### config.mk
export PLATFORM = sky130hd
export DESIGN_NAME = cp0_unit
export DESIGN_NICKNAME = d
export VERILOG_FILES = /design/src/rtl/cp0_unit.sv
export SDC_FILE = /design/constraint.sdc
export NUM_CORES = 1
export LEC_CHECK = 0
export ABC_CLOCK_PERIOD_IN_PS = 1910
export BUFFER_PORTS_ARGS = -buffer_cell sky130_fd_sc_hd__buf_2
export CORE_MARGIN = 4
export CORE_UTILIZATION = 43
export DETAILED_ROUTE_END_ITERATION = 10
export PLACE_DENSITY = 0.88
export SYNTH_ARGS = -nofsm -noshare
export SYNTH_HDL_FRONTEND = slang
export SYNTH_SLANG_ARGS = --single-unit
export TNS_END_PERCENT = 30
### constraint.sdc
create_clock -name clk -period 1.91 [get_ports clk]
set_input_delay 0.2865 -clock clk [delete_from_list [all_inputs] [get_ports clk]]
set_output_delay 0.2865 -clock clk [all_outputs]
set_load 0.01 [all_outputs]
### src/rtl/cp0_unit.sv
// cp0_unit -- Coprocessor-0 responder for the pipelined MIPS core.
// Executes mfc0/mtc0/eret issued from the M stage, holds SR, Cause, EPC and
// PRId, arbitrates external interrupts against synchronous exceptions and
// raises one flush/redirect request. The M-stage instruction is the victim
// of any exception taken in a cycle.
//
// Optional feature macro: CP0_TIMER_EN adds Count (reg 9) and Compare
// (reg 11) with a sticky match bit ORed into interrupt line 5.
//
// Ports:
//   clk         rising-edge clock
//   reset       asynchronous active-high reset
//   we          mtc0 write strobe
//   addr        CP0 register number (read and write)
//   din         mtc0 write data
//   dout        mfc0 read data (combinational)
//   vpc         PC of the M-stage instruction
//   bd_in       M-stage instruction is in a branch delay slot
//   exc_code_in pending exception code (0 = none)
//   hw_int      level-sensitive external interrupt lines
//   eret        eret executing in M
//   req         take exception/interrupt this cycle (combinational)
//   epc_out     registered EPC, the eret target
module cp0_unit #(
    parameter logic [31:0] PRID = 32'h2024_0501
) (
    input  logic        clk,
    input  logic        reset,
    input  logic        we,
    input  logic [4:0]  addr,
    input  logic [31:0] din,
    output logic [31:0] dout,
    input  logic [31:0] vpc,
    input  logic        bd_in,
    input  logic [4:0]  exc_code_in,
    input  logic [5:0]  hw_int,
    input  logic        eret,
    output logic        req,
    output logic [31:0] epc_out
);

    // SR fields
    logic [5:0]  im_q;
    logic        exl_q;
    logic        ie_q;
    // Cause fields
    logic        bd_q;
    logic [5:0]  ip_q;
    logic [4:0]  exc_code_q;
    // EPC, bits [1:0] always zero
    logic [31:0] epc_q;

    logic [5:0]  irq_lines;
    logic        int_req;
    logic        exc_req;
    logic [31:0] epc_d;
    logic        wr_ok;

`ifdef CP0_TIMER_EN
    logic [31:0] count_q;
    logic [31:0] compare_q;
    logic        timer_pend_q;

    assign irq_lines = {hw_int[5] | timer_pend_q, hw_int[4:0]};
`else
    assign irq_lines = hw_int;
`endif

    assign int_req = !exl_q && ie_q && (|(im_q & irq_lines));
    assign exc_req = !exl_q && (exc_code_in != 5'd0);
    assign req     = int_req | exc_req;
    assign epc_out = epc_q;

    // mtc0 and eret are suppressed in a cycle that takes an exception
    assign wr_ok = !req;

    // Victim PC: a delay-slot instruction restarts at its branch
    always_comb begin
        epc_d = bd_in ? (vpc - 32'd4) : vpc;
        epc_d = {epc_d[31:2], 2'b00};
    end

    always_ff @(posedge clk or posedge reset) begin
        if (reset) begin
            im_q       <= '0;
            exl_q      <= 1'b0;
            ie_q       <= 1'b0;
            bd_q       <= 1'b0;
            ip_q       <= '0;
            exc_code_q <= '0;
            epc_q      <= '0;
        end else begin
            ip_q <= irq_lines;
            if (req) begin
                exl_q      <= 1'b1;
                exc_code_q <= int_req ? 5'd0 : exc_code_in;
                bd_q       <= bd_in;
                epc_q      <= epc_d;
            end else begin
                if (we && addr == 5'd12) begin
                    im_q  <= din[15:10];
                    ie_q  <= din[0];
                    exl_q <= din[1];
                end
                if (we && addr == 5'd14)
                    epc_q <= {din[31:2], 2'b00};
                // eret overrides the EXL field of a same-cycle SR write
                if (eret)
                    exl_q <= 1'b0;
            end
        end
    end

`ifdef CP0_TIMER_EN
    always_ff @(posedge clk or posedge reset) begin
        if (reset) begin
            count_q      <= '0;
            compare_q    <= '0;
            timer_pend_q <= 1'b0;
        end else begin
            if (wr_ok && we && addr == 5'd9)
                count_q <= din;
            else
                count_q <= count_q + 32'd1;
            // A Compare write clears the pend bit even if it matches now
            if (wr_ok && we && addr == 5'd11) begin
                compare_q    <= din;
                timer_pend_q <= 1'b0;
            end else if (count_q == compare_q) begin
                timer_pend_q <= 1'b1;
            end
        end
    end
`endif

    always_comb begin
        dout = '0;
        case (addr)
            5'd12:   dout = {16'b0, im_q, 8'b0, exl_q, ie_q};
            5'd13:   dout = {bd_q, 15'b0, ip_q, 3'b0, exc_code_q, 2'b0};
            5'd14:   dout = epc_q;
            5'd15:   dout = PRID;
`ifdef CP0_TIMER_EN
            5'd9:    dout = count_q;
            5'd11:   dout = compare_q;
`endif
            default: dout = '0;
        endcase
    end

endmodule
==> results.toml <==
[global_routing]
grt_overflow = 0
grt_pass1_vias = 3197
gr-usage-all-layers_pct = 21.5
grtUsageMet2_pct = 40.6
grt_max_degree = 33
grtUsageMet3_pct = 3.29
antenna_found_initial = 0
top_usage_layer = "met2"
grt_util_met1_pct = 25.0
grt_pass1_wl_um = 15000

[clocking]
insertion_delay_ns = 0.31
cts.sinks = 50
cts_tree = "done"
cts.path.max_buffers = 2
cts_buffers = 5
root_buffer = "clkbuf_8"
clkTransAtPathRegs_ns = 0.10
htreeDepth = 2

[logic_synthesis]
yosys_warnings = 0
synth_ff_type = "dfrtp_1"
netlist_instances = 330
ys_seq_elements = 50
yosysSeqAreaShare_pct = 39.3
syn_avg_cell_area_um2 = 9.64
synth_cell_types = 40
synth_edf_count = 0
async_reset_ff_share_pct = 100
synthesis.area_um2 = 3180

[power_and_ir_drop]
leakagePower_nw = 2.15
peakVddDrop_v = 0.000465
p_per_area_nw_per_um2 = 1040

[timing]
finalWorstSetupSlack_ns = -0.0579
timing.final.crit_share_pct = 103
setup_viol = 1
holdWs_ns = 0.0992
rsz0062_at_grt = "true"
min_period_ns = 1.97
slew_viol_final = 0
fmaxAchievable_mhz = 508
fin_skew_ns = 0.00998
hold_violations = 0

[final_layout]
layout.cells.most_common = "buf_2"
stdcell_count = 597
final_cell_mix = "buf_2, mux2i_1, dfrtp_1"
layout-drive-gt1-share_pct = 40.6
nets = 583
n_antenna_cell = 0
area_growth_pct = 39.7
fin_area_um2 = 4440
fill_cells = 600
multi_input_area_um2 = 1860
utilization_pct = 61.6
seq_area_um2 = 1250

[worst_setup_path]
end_kind = "output port"
cp-start-kind = "register"
cp_max_fo = 3
ff2ff_setup_slack_ns = 0.04
cp_cell_sequence = "a22o_1, o31ai_4, a31oi_4, buf_8, buf_6"
slowest_delay_ns = 0.41
crit_arrival_ns = 1.68
cp_slowest_cell = "dfrtp_1"
cp.required_ns = 1.62
criticalPathCategory = "register to output port"

[floorplan]
fp.dieW_um = 94.0
start_util_pct = 44.1
io_pins = 150
core_um2 = 7210
die_y_um = 94.0
row_count = 31
die_area_um2 = 8840

[place]
place_area_um2 = 4250
place.gp.congestion = 0.818
dp_hpwl_um = 7520
dp_slack_ns = -0.263
place_inst = 583
port_buffers = 145

[detailed_routing]
drtAntennaViolNets = 0
drc = 0
wl_per_cell_um = 15.7
vias_per_cell = 5.16
firstDrtPassIters = 4
drt-total-wl_um = 9360
via_count = 3079
drt_iter0_drc = 96

[run_status]
violations = "setup timing"
outcome = "complete, but fails checks"

[run]
maxCapViolations = 0

[hold_path]
hold_class = "input pin to register"
[area by class of cell]
class                           count  share of cell area [%]
Multi-Input combinational cell    251                    41.8
Sequential cell                    50                    28.2
Timing Repair Buffer              181                    24.0
Tap cell                           99                    2.79
Clock buffer                        5                    1.55
Clock inverter                      3                    1.01
Inverter                            8                   0.676
[final timing paths]
| path | start | end | depth (start not counted) |
|---|---|---|---|
| setup / recovery | im_q[4] | req | 5 |
| hold / removal | hw_int[3] | ip_q[3] | 1 |
| setup reg to reg | im_q[4] | epc_out[19] | 7 |
| hold reg to reg | exc_code_q[4] | exc_code_q[4] | 2 |
| max in group asynchronous | reset | epc_out[15] | 4 |
| min in group asynchronous | reset | epc_out[16] | 3 |
[cell usage after synthesis, types with 4 or more instances]
library cell / number / share of area, %
xnor2_1: 23 / 6.3
clkbuf_1: 17 / 2.0
o21ai_1: 14 / 2.2
a21oi_1: 6 / 0.94
mux2_1: 7 / 2.5
nand2_1: 18 / 2.1
xor2_1: 6 / 1.7
nor4_1: 7 / 1.4
or3_1: 7 / 1.4
mux2i_1: 57 / 18
a22oi_1: 6 / 1.4
nand3_1: 6 / 0.94
dfrtp_1: 50 / 39
nor2_1: 36 / 4.2
nor2b_1: 4 / 0.79
inv_1: 8 / 0.94
and3_1: 16 / 3.1
nor3_1: 10 / 1.6
[worst max-delay path: cells and delay by family (launching register included)]
| kind | cells | cell delay [ns] |
|---|---|---|
| AO/OA/AOI/OAI | 3 | 0.70 |
| flip-flops | 1 | 0.41 |
| buffers and inverters | 2 | 0.27 |
[routing by layer]
layer	vias to the layer above	part of all wire, %
met5	-	0
met4	0	1.7
met3	15	6.7
met2	123	52
met1	1447	40
li1	1494	-
[flip-flops by register name, indices dropped and copies added, names as in the netlist]
name / flops
exc_code_q: 5
exl_q: 1
im_q: 6
ip_q: 6
epc_out: 30
bd_q: 1
ie_q: 1
[per-stage QoR]
step                      power [mW]  setup TNS (ns)
after global routing            4.92          -0.392
final                           4.61         -0.0579
after global placement          3.67          -0.941
after floorplan                 2.92          -0.109
after CTS                       4.61         -0.0634
after detailed placement        3.76           -1.43
[logic make-up after synthesis]
kind of cell,count (synthesis),share of synthesized area [%]
xor+xnor,29,7.99
buf+inv,30,4.09
flops,50,39.3
other cells,1,0.118
mux,65,20.8
simple gates,120,20.6
compound gates,34,6.69
fa+ha+maj,1,0.393
[repair_timing]
item | CTS | global route
resized for setup | 4 | 3
endpoints found under the hold margin | 18 | 0
hold buffers | 1 | 0
setup endpoints to repair | 1 | 23
pin swaps | 2 | 1
buffers inserted | 4 | 1
[power breakdown]
part	total, mW	switching, mW	internal, mW
Combinational	1.99	1.01	0.978
Clock	0.771	0.381	0.390
Sequential	1.85	0.348	1.50
Total	4.61	1.74	2.87
Note: power is estimated with default switching activity, not from simulation.
